## src/rtl/t03_text_renderer.sv

```systemverilog
// Rasterises a 12-character text row. The text and colour are latched at frame start,
// and each pixel passes through a 2-stage pipeline (cell decode, then font lookup).
module t03_text_renderer #(
    parameter logic [9:0] TEXT_X0    = 10'd128,
    parameter logic [9:0] TEXT_Y0    = 10'd224,
    parameter int         SCALE_LOG2 = 2,
    parameter logic [7:0] BG_COLOR   = 8'h00
) (
    input  logic        clk,
    input  logic        rst,
    input  logic [71:0] alphabet,
    input  logic [7:0]  text_color,
    input  logic        frame_start,
    input  logic        pixel_valid,
    input  logic [9:0]  pixel_x,
    input  logic [9:0]  pixel_y,
    output logic        out_valid,
    output logic        text_on,
    output logic [7:0]  pixel_color
);

    localparam logic [5:0]  CODE_BLANK  = 6'd37;
    localparam logic [71:0] ALPHA_BLANK = {12{CODE_BLANK}};
    localparam logic [10:0] ROW_W       = 11'd96 << SCALE_LOG2;
    localparam logic [10:0] ROW_H       = 11'd8 << SCALE_LOG2;
    localparam int          CELL_LSB    = SCALE_LOG2 + 3;
    localparam int          CELL_W      = 11 - CELL_LSB;

    // 5x7 glyphs, row 0 in bits [34:30], MSB of each row is the leftmost column.
    function automatic logic [34:0] font_rom(input logic [5:0] code);
        case (code)
            6'd0:  font_rom = 35'b01110_10001_10011_10101_11001_10001_01110;
            6'd1:  font_rom = 35'b00100_01100_00100_00100_00100_00100_01110;
            6'd2:  font_rom = 35'b01110_10001_00001_00010_00100_01000_11111;
            6'd3:  font_rom = 35'b11111_00010_00100_00010_00001_10001_01110;
            6'd4:  font_rom = 35'b00010_00110_01010_10010_11111_00010_00010;
            6'd5:  font_rom = 35'b11111_10000_11110_00001_00001_10001_01110;
            6'd6:  font_rom = 35'b00110_01000_10000_11110_10001_10001_01110;
            6'd7:  font_rom = 35'b11111_00001_00010_00100_01000_01000_01000;
            6'd8:  font_rom = 35'b01110_10001_10001_01110_10001_10001_01110;
            6'd9:  font_rom = 35'b01110_10001_10001_01111_00001_00010_01100;
            6'd10: font_rom = 35'b01110_10001_10001_11111_10001_10001_10001;
            6'd11: font_rom = 35'b11110_10001_10001_11110_10001_10001_11110;
            6'd12: font_rom = 35'b01110_10001_10000_10000_10000_10001_01110;
            6'd13: font_rom = 35'b11100_10010_10001_10001_10001_10010_11100;
            6'd14: font_rom = 35'b11111_10000_10000_11110_10000_10000_11111;
            6'd15: font_rom = 35'b11111_10000_10000_11110_10000_10000_10000;
            6'd16: font_rom = 35'b01110_10001_10000_10111_10001_10001_01111;
            6'd17: font_rom = 35'b10001_10001_10001_11111_10001_10001_10001;
            6'd18: font_rom = 35'b01110_00100_00100_00100_00100_00100_01110;
            6'd19: font_rom = 35'b00111_00010_00010_00010_00010_10010_01100;
            6'd20: font_rom = 35'b10001_10010_10100_11000_10100_10010_10001;
            6'd21: font_rom = 35'b10000_10000_10000_10000_10000_10000_11111;
            6'd22: font_rom = 35'b10001_11011_10101_10101_10001_10001_10001;
            6'd23: font_rom = 35'b10001_10001_11001_10101_10011_10001_10001;
            6'd24: font_rom = 35'b01110_10001_10001_10001_10001_10001_01110;
            6'd25: font_rom = 35'b11110_10001_10001_11110_10000_10000_10000;
            6'd26: font_rom = 35'b01110_10001_10001_10001_10101_10010_01101;
            6'd27: font_rom = 35'b11110_10001_10001_11110_10100_10010_10001;
            6'd28: font_rom = 35'b01111_10000_10000_01110_00001_00001_11110;
            6'd29: font_rom = 35'b11111_00100_00100_00100_00100_00100_00100;
            6'd30: font_rom = 35'b10001_10001_10001_10001_10001_10001_01110;
            6'd31: font_rom = 35'b10001_10001_10001_10001_10001_01010_00100;
            6'd32: font_rom = 35'b10001_10001_10001_10101_10101_10101_01010;
            6'd33: font_rom = 35'b10001_10001_01010_00100_01010_10001_10001;
            6'd34: font_rom = 35'b10001_10001_10001_01010_00100_00100_00100;
            6'd35: font_rom = 35'b11111_00001_00010_00100_01000_10000_11111;
            6'd36: font_rom = 35'b00100_00100_00100_00100_00100_00000_00100;
            default: font_rom = 35'd0;
        endcase
    endfunction

    logic [71:0]       shadow_alpha_q;
    logic [7:0]        shadow_color_q;
    logic [10:0]       dx_s;
    logic [10:0]       dy_s;
    logic [CELL_W-1:0] cell_s;
    logic [5:0]        code_d, code_q;
    logic [2:0]        col_d, col_q;
    logic [2:0]        row_d, row_q;
    logic              in_row_d, in_row_q;
    logic              valid1_q;
    logic [7:0]        color1_q;
    logic [34:0]       glyph_s;
    logic [4:0]        row_bits_s;
    logic              glyph_bit_s;
    logic              lit_s;
    logic              out_valid_q;
    logic              text_on_q;
    logic [7:0]        pixel_color_q;

    // Stage-1 decode: offset into the row, which character cell, and the font pixel inside it.
    always_comb begin
        dx_s     = {1'b0, pixel_x} - {1'b0, TEXT_X0};
        dy_s     = {1'b0, pixel_y} - {1'b0, TEXT_Y0};
        cell_s   = dx_s[10:CELL_LSB];
        col_d    = dx_s[SCALE_LOG2+2:SCALE_LOG2];
        row_d    = dy_s[SCALE_LOG2+2:SCALE_LOG2];
        // Explicit >= checks keep pixels left of / above the row from wrapping into it.
        in_row_d = pixel_valid & (pixel_x >= TEXT_X0) & (dx_s < ROW_W)
                 & (pixel_y >= TEXT_Y0) & (dy_s < ROW_H);
        code_d   = 6'd0;
        for (int i = 0; i < 12; i++) begin
            code_d = code_d | ({6{cell_s == CELL_W'(i)}} & shadow_alpha_q[71-6*i -: 6]);
        end
    end

    // Stage-2 glyph lookup; column 5-7 and row 7 fall through to the unlit defaults.
    always_comb begin
        glyph_s = font_rom(code_q);
        case (row_q)
            3'd0:    row_bits_s = glyph_s[34:30];
            3'd1:    row_bits_s = glyph_s[29:25];
            3'd2:    row_bits_s = glyph_s[24:20];
            3'd3:    row_bits_s = glyph_s[19:15];
            3'd4:    row_bits_s = glyph_s[14:10];
            3'd5:    row_bits_s = glyph_s[9:5];
            3'd6:    row_bits_s = glyph_s[4:0];
            default: row_bits_s = 5'b00000;
        endcase
        case (col_q)
            3'd0:    glyph_bit_s = row_bits_s[4];
            3'd1:    glyph_bit_s = row_bits_s[3];
            3'd2:    glyph_bit_s = row_bits_s[2];
            3'd3:    glyph_bit_s = row_bits_s[1];
            3'd4:    glyph_bit_s = row_bits_s[0];
            default: glyph_bit_s = 1'b0;
        endcase
        lit_s = in_row_q & (col_q < 3'd5) & (row_q < 3'd7) & glyph_bit_s;
    end

    // Shadow latch and both pipeline stages; stage 1 always sees the pre-update shadow.
    always_ff @(posedge clk) begin
        if (!rst) begin
            shadow_alpha_q <= ALPHA_BLANK;
            shadow_color_q <= 8'h00;
            code_q         <= CODE_BLANK;
            col_q          <= 3'd0;
            row_q          <= 3'd0;
            in_row_q       <= 1'b0;
            valid1_q       <= 1'b0;
            color1_q       <= 8'h00;
            out_valid_q    <= 1'b0;
            text_on_q      <= 1'b0;
            pixel_color_q  <= BG_COLOR;
        end else begin
            if (frame_start) begin
                shadow_alpha_q <= alphabet;
                shadow_color_q <= text_color;
            end else begin
                shadow_alpha_q <= shadow_alpha_q;
                shadow_color_q <= shadow_color_q;
            end
            code_q        <= code_d;
            col_q         <= col_d;
            row_q         <= row_d;
            in_row_q      <= in_row_d;
            valid1_q      <= pixel_valid;
            color1_q      <= shadow_color_q;
            out_valid_q   <= valid1_q;
            text_on_q     <= lit_s;
            pixel_color_q <= lit_s ? color1_q : BG_COLOR;
        end
    end

    assign out_valid   = out_valid_q;
    assign text_on     = text_on_q;
    assign pixel_color = pixel_color_q;

endmodule

```

## config.mk

```make
export PLATFORM = sky130hd
export DESIGN_NAME = t03_text_renderer
export DESIGN_NICKNAME = d
export VERILOG_FILES = /design/src/rtl/t03_text_renderer.sv
export SDC_FILE = /design/constraint.sdc
export NUM_CORES = 1
export LEC_CHECK = 0
export CORE_UTILIZATION = 47
export DETAILED_ROUTE_END_ITERATION = 8
export HOLD_SLACK_MARGIN = 0.05
export PLACE_DENSITY = 0.68
export SYNTH_ARGS = -nofsm -noshare
export SYNTH_HDL_FRONTEND = slang
export SYNTH_SLANG_ARGS = --single-unit
```

## constraint.sdc

```tcl
create_clock -name clk -period 7.18 [get_ports clk]
set_clock_uncertainty 0.2 [all_clocks]
set_input_delay 2.154 -clock clk [delete_from_list [all_inputs] [get_ports clk]]
set_output_delay 2.154 -clock clk [all_outputs]
set_load 0.01 [all_outputs]
```

# Word level (Yosys, flattened, before mapping)
# Memories as Yosys holds them, arrays and structs flattened. A register that Yosys moved wholly into a read port is not among the register bits.
# Index checks and enable logic that the tools add are counted.
# totals
register_bits	106
latchBits	0
mem_bits_rw	0
mem_bits_ro	2240
input_bits	104
output_inout_bits	10
elab_cells	77
memories	1
# classes
addsub	2
n_mul	0
div_mod_pow	0
n_lt_le_gt_ge	6
eq_ne	21
shifts	0
muxes	3
n_bitwise	30
reduce_logical	4
# mem_list
name	depth	width	rd	rd_clocked_by_memory_dff	wr	line_no	rtl
(name not given)	64	35	1	1	0	31	case (code)
# ops
operator	count
$and A6 B6 Y6	12
$or A6 B6 Y6	11
$pmux W5 S7	1
$eq A6 B3 Y1 const B	4
$eq A6 B4 Y1 const B	4
$sub A10 B8 Y11 const B	2
$ge A10 B8 Y1 const B	2
$eq A3 B2 Y1 const B	4
$eq A3 B3 Y1 const B	4
$eq A6 B2 Y1 const B	2
$lt A11 B6 Y1 const B	1
$lt A11 B9 Y1 const B	1
$and A1 B1 Y1	7
$eq A3 B1 Y1 const B	2
$eq A6 B1 Y1 const B	1
$logic_not A3 Y1	2
$logic_not A6 Y1	1
$lt A3 B3 Y1 const B	2
$mux W6	1
$pmux W1 S5	1
$reduce_and A2 Y1	1

# Depth between registers and ports, before layout
# depth
ltp_word	15
mapped_depth	17
depth_no_buf	12

# Least setup slack after synthesis
# No wires, ideal clock.
# synth_path
path_type	input -> register
startpoint	in pixel_x[7]
endpoint	reg glyph_s[5] (netlist name)
setup_ns	0.138
arrival_ns	5.023
t_required_ns	6.842
slack_ns	1.819
cell_stages	14
n_path_buf	5
path_cell_list	buf_4 buf_2 nor2_1 ha_1 clkbuf_1 and3_1 a311oi_1 nand4_1 buf_2 ha_1 clkbuf_1 mux2_2 a221oi_1 o221ai_1
# synth_between
elab_chain_len	15
word_cells_on_any_way	37
cone_classes	1 x add/sub; 11 x eq/ne; 1 x mux; 23 x bitwise; 1 x reduce/logical
# synth_lines
element	line_no	rtl
start: declaration	15	input logic [9:0] pixel_x,
$sub A10 B8 Y11 (*)	94	dx_s = {1'b0, pixel_x} - {1'b0, TEXT_X0};
$eq A6 B1 Y1 or $logic_not A6 Y1 (tied branches)	104	code_d = code_d | ({6{cell_s == CELL_W'(i)}} & shadow_alpha_q[71-6*i -: 6]);
$and A6 B6 Y6	104	
$or A6 B6 Y6 (10 in series)	104	
$or A6 B6 Y6 (*)	104	
$mux W6 (no source line) (*)	-	
# Every way passes the cells marked *; elsewhere a longest branch is shown, timed or not.
# A chain may end at the register's enable or synchronous reset.

# Worst setup path after layout
# layout_path
startpoint	in pixel_x[8]
endpoint	reg glyph_s[16] (netlist name)
# layout_between
elab_chain_len	15
word_cells_on_any_way	37
cone_classes	1 x add/sub; 11 x eq/ne; 1 x mux; 23 x bitwise; 1 x reduce/logical
# layout_lines
element	line_no
$sub A10 B8 Y11 (*)	94
$eq A6 B1 Y1 or $logic_not A6 Y1 (tied branches)	104
$and A6 B6 Y6	104
$or A6 B6 Y6 (10 in series)	104
$or A6 B6 Y6 (*)	104
$mux W6 (no source line) (*)	-
# Marked as above.

==> impl_metrics.json <==
{
  "hold_slack_ps": 222.3,
  "rrSetupSlack_ps": 3900,
  "dp.cells": 1003,
  "viasPerCell": 5.918,
  "syn_nets": 875,
  "gr-total-overflow": 0,
  "rows": 44,
  "wirelength_mm": 19.65,
  "post-dp-hpwl_mm": 13.96,
  "die_w_um": 125.0,
  "endpoint_kind": "flip-flop",
  "required_ps": 7340,
  "synth_edf_count": 0,
  "place.gp.congestion": 0.9144,
  "seq_area_frac_synth_pct": 39.73,
  "wl_per_cell_um": 18.98,
  "p_switching_uw": 609.5,
  "syn_area_um2": 7106,
  "post_cts_buffers": 0,
  "grt_antenna_before_repair": 1,
  "final_cells": 1035,
  "comb_power_share_pct": 18.3,
  "cts_resized": 0,
  "grt_max_degree": 58,
  "fp.coreArea_um2": 14640,
  "drtAntennaViolNets": 0,
  "pwr_density_cell_nw_per_um2": 245.1,
  "cts_buffers": 17,
  "timing.final.crit_share_pct": 82.52,
  "grt_pass1_wl_mm": 31.53,
  "clockBufferDepth": 2,
  "ys_async_sr_fraction_pct": 0,
  "design.die.area_um2": 15610,
  "first_global_vias": 6019,
  "drt-initial-drc-count": 504,
  "slew_viol_final": 0,
  "diodes": 0,
  "max_cap_viol_count": 0,
  "r2r_cells": 8,
  "hold_buffers": 0,
  "peakVddDrop_v": 0.0001798,
  "synthTopCellsByCount": "dfxtp_1 (141), mux2i_1 (107), nand2_1 (80)",
  "hp-class": "flip-flop to flip-flop",
  "synth_area_leaders": "dfxtp_1 (40%), mux2i_1 (15%), nand2_1 (4.2%), nor2_1 (3.8%), mux4_2 (3.2%)",
  "dr.pass1.iters": 7,
  "cts-root-buf": "clkbuf_16",
  "vias": 6125,
  "cp_max_fo": 18,
  "ys.flop_type": "dfxtp_1",
  "leakagePower_nw": 3.619,
  "place_area_um2": 8230,
  "grt_setup_unrepaired": "no",
  "switching_share_pct": 28.16,
  "fin_util_pct": 60.31,
  "yosys.area.top_type_share_pct": 39.73,
  "h-tree-depth": 4,
  "drive_gt1_share_pct": 9.988,
  "setup.worst_path.start": "pixel_x[8]",
  "ios": 114,
  "hold_viol_final": 0,
  "finalCriticalPeriod_ps": 5925,
  "syn_area_per_cell_um2": 9.374,
  "regToRegEndpoint": "glyph_s[16]$_DFF_P_",
  "cts_tree": "done",
  "nets": 955,
  "fmax_mhz": 168.8,
  "synth_top_area_cell": "dfxtp_1",
  "start_util_pct": 48.52,
  "worstPathArrival_ps": 6090,
  "worstMarginPinSlew_ps": 1093,
  "synth_seq_cells": 141,
  "yosys_warnings": 0,
  "fin_tns_setup_ps": 0,
  "status": "finished with violations",
  "pwr-share-clk_pct": 41.3,
  "slew_headroom_pct": 27.14,
  "die_h_um": 125.0,
  "clock_latency_ps": 430,
  "timing.final.ws_setup_ps": 1255,
  "power_mw": 2.164,
  "cts.sinks": 141,
  "synth.most_common_cell": "dfxtp_1",
  "cp-start-kind": "input port",
  "cellInternalPower_mw": 1.555,
  "syn_to_final_growth_pct": 24.30,
  "preCtsSetupSlack_ps": 888.8,
  "syn_inst": 758,
  "p_seq_share_pct": 40.4,
  "clk_pin_slew_ps": 60,
  "setup_viol": 0,
  "drc_errors": 4,
  "worstSetupEndpoint": "glyph_s[16]$_DFF_P_",
  "yosysUniqueCellTypes": 74,
  "reg2reg_from": "shadow_alpha_q[49]$_SDFFE_PN0P_",
  "grt.total_usage_pct": 25.89,
  "path_class": "input port to flip-flop",
  "stdcell_area_um2": 8832,
  "violations": "DRC",
  "io_buffers": 111
}
[worst min-delay path by stage]
stage                     depth (start not counted)                        end                   start  slack (ps)
after global placement                            1  pixel_color[4]$_SDFF_PN0_  color1_q[4]$_SDFF_PN0_         210
final                                             1  pixel_color[3]$_SDFF_PN0_  color1_q[3]$_SDFF_PN0_         220
after global routing                              1  pixel_color[7]$_SDFF_PN0_  color1_q[7]$_SDFF_PN0_         240
after CTS                                         1  pixel_color[3]$_SDFF_PN0_  color1_q[3]$_SDFF_PN0_         230
after floorplan                                   1  pixel_color[0]$_SDFF_PN0_  color1_q[0]$_SDFF_PN0_         210
after detailed placement                          1  pixel_color[3]$_SDFF_PN0_  color1_q[3]$_SDFF_PN0_         210
[cells by family after synthesis]
| logic type | Yosys count | synth area share (%) |
|---|---|---|
| buffers and inverters | 78 | 5.371 |
| adder cells (fa/ha/maj) | 14 | 2.430 |
| flip-flops | 141 | 39.73 |
| XOR/XNOR | 2 | 0.2466 |
| AND/OR/NAND/NOR | 250 | 17.03 |
| multiplexers | 126 | 19.67 |
| AO/OA/AOI/OAI | 147 | 15.53 |
[critical path: stages]
cell and delay, ps:
clkdlybuf4s50_1 460, buf_4 220, nor2_1 80, ha_1 430, and3_1 310, a311oi_1 270
nand4_1 130, buf_4 220, inv_2 260, ha_1 760, nor2_1 170, o311ai_1 370
a32o_1 240
[cell type report]
type / count / area [um^2]
Multi-Input combinational cell: 539 / 3901
Inverter: 10 / 37.54
Sequential cell: 141 / 2823
Clock inverter: 15 / 176.4
Fill cell: 1276 / 5812
Timing Repair Buffer: 129 / 1239
Clock buffer: 17 / 425.4
Tap cell: 184 / 230.2
[metal layers]
metal	up-vias	global-route usage, %	part of all wire (%)
met5	-	0	0
met4	0	11.05	3.0
met3	49	4.964	7.1
met2	280	42.99	47
met1	2892	32.99	43
li1	2904	-	-
[power by group through the flow]
stage          combinational, mW  sequential [mW]  clock, mW
3_5_place_dp               0.389            0.892          0
5_1_grt                    0.425            0.881      0.945
6_report                   0.395            0.874      0.895
3_3_place_gp               0.384            0.889          0
2_1_floorplan              0.262            0.878          0
4_1_cts                    0.392            0.875      0.907
[flip-flops by register name, indices dropped and copies added, names as in the netlist]
signal,count
text_on,1
row_q,3
shadow_alpha_q,72
color1_q,8
glyph_s,35
in_row_q,1
valid1_q,1
pixel_color,8
shadow_color_q,8
col_q,3
out_valid,1
[cells in the final DEF (no fill, tap or decap), types with 4 or more instances in the layout]
cell / netlist / final
a211oi_1: 6 / 6
a21o_1: 4 / 4
a21oi_1: 21 / 21
a221oi_1: 4 / 4
a22oi_1: 8 / 8
a2bb2oi_1: 4 / 4
a311oi_1: 5 / 5
a31o_2: 4 / 4
a31oi_1: 6 / 6
a32o_1: 6 / 6
and2_1: 27 / 27
and3_1: 7 / 7
buf_4: 12 / 19
clkbuf_16: 0 / 17
clkdlybuf4s50_1: 0 / 109
dfxtp_1: 141 / 141
ha_1: 13 / 13
inv_1: 8 / 8
inv_6: 0 / 5
mux2_2: 8 / 8
mux2i_1: 107 / 107
mux4_2: 10 / 10
nand2_1: 80 / 80
nand3_1: 16 / 16
nand3b_1: 5 / 5
nand4_1: 4 / 4
nor2_1: 72 / 72
nor3_1: 14 / 14
o211ai_1: 10 / 10
o21a_1: 4 / 4
o21ai_0: 21 / 21
o221ai_1: 4 / 4
o22ai_1: 5 / 5
o2bb2ai_1: 4 / 4
No activity file was read; power rests on OpenSTA's default activity.
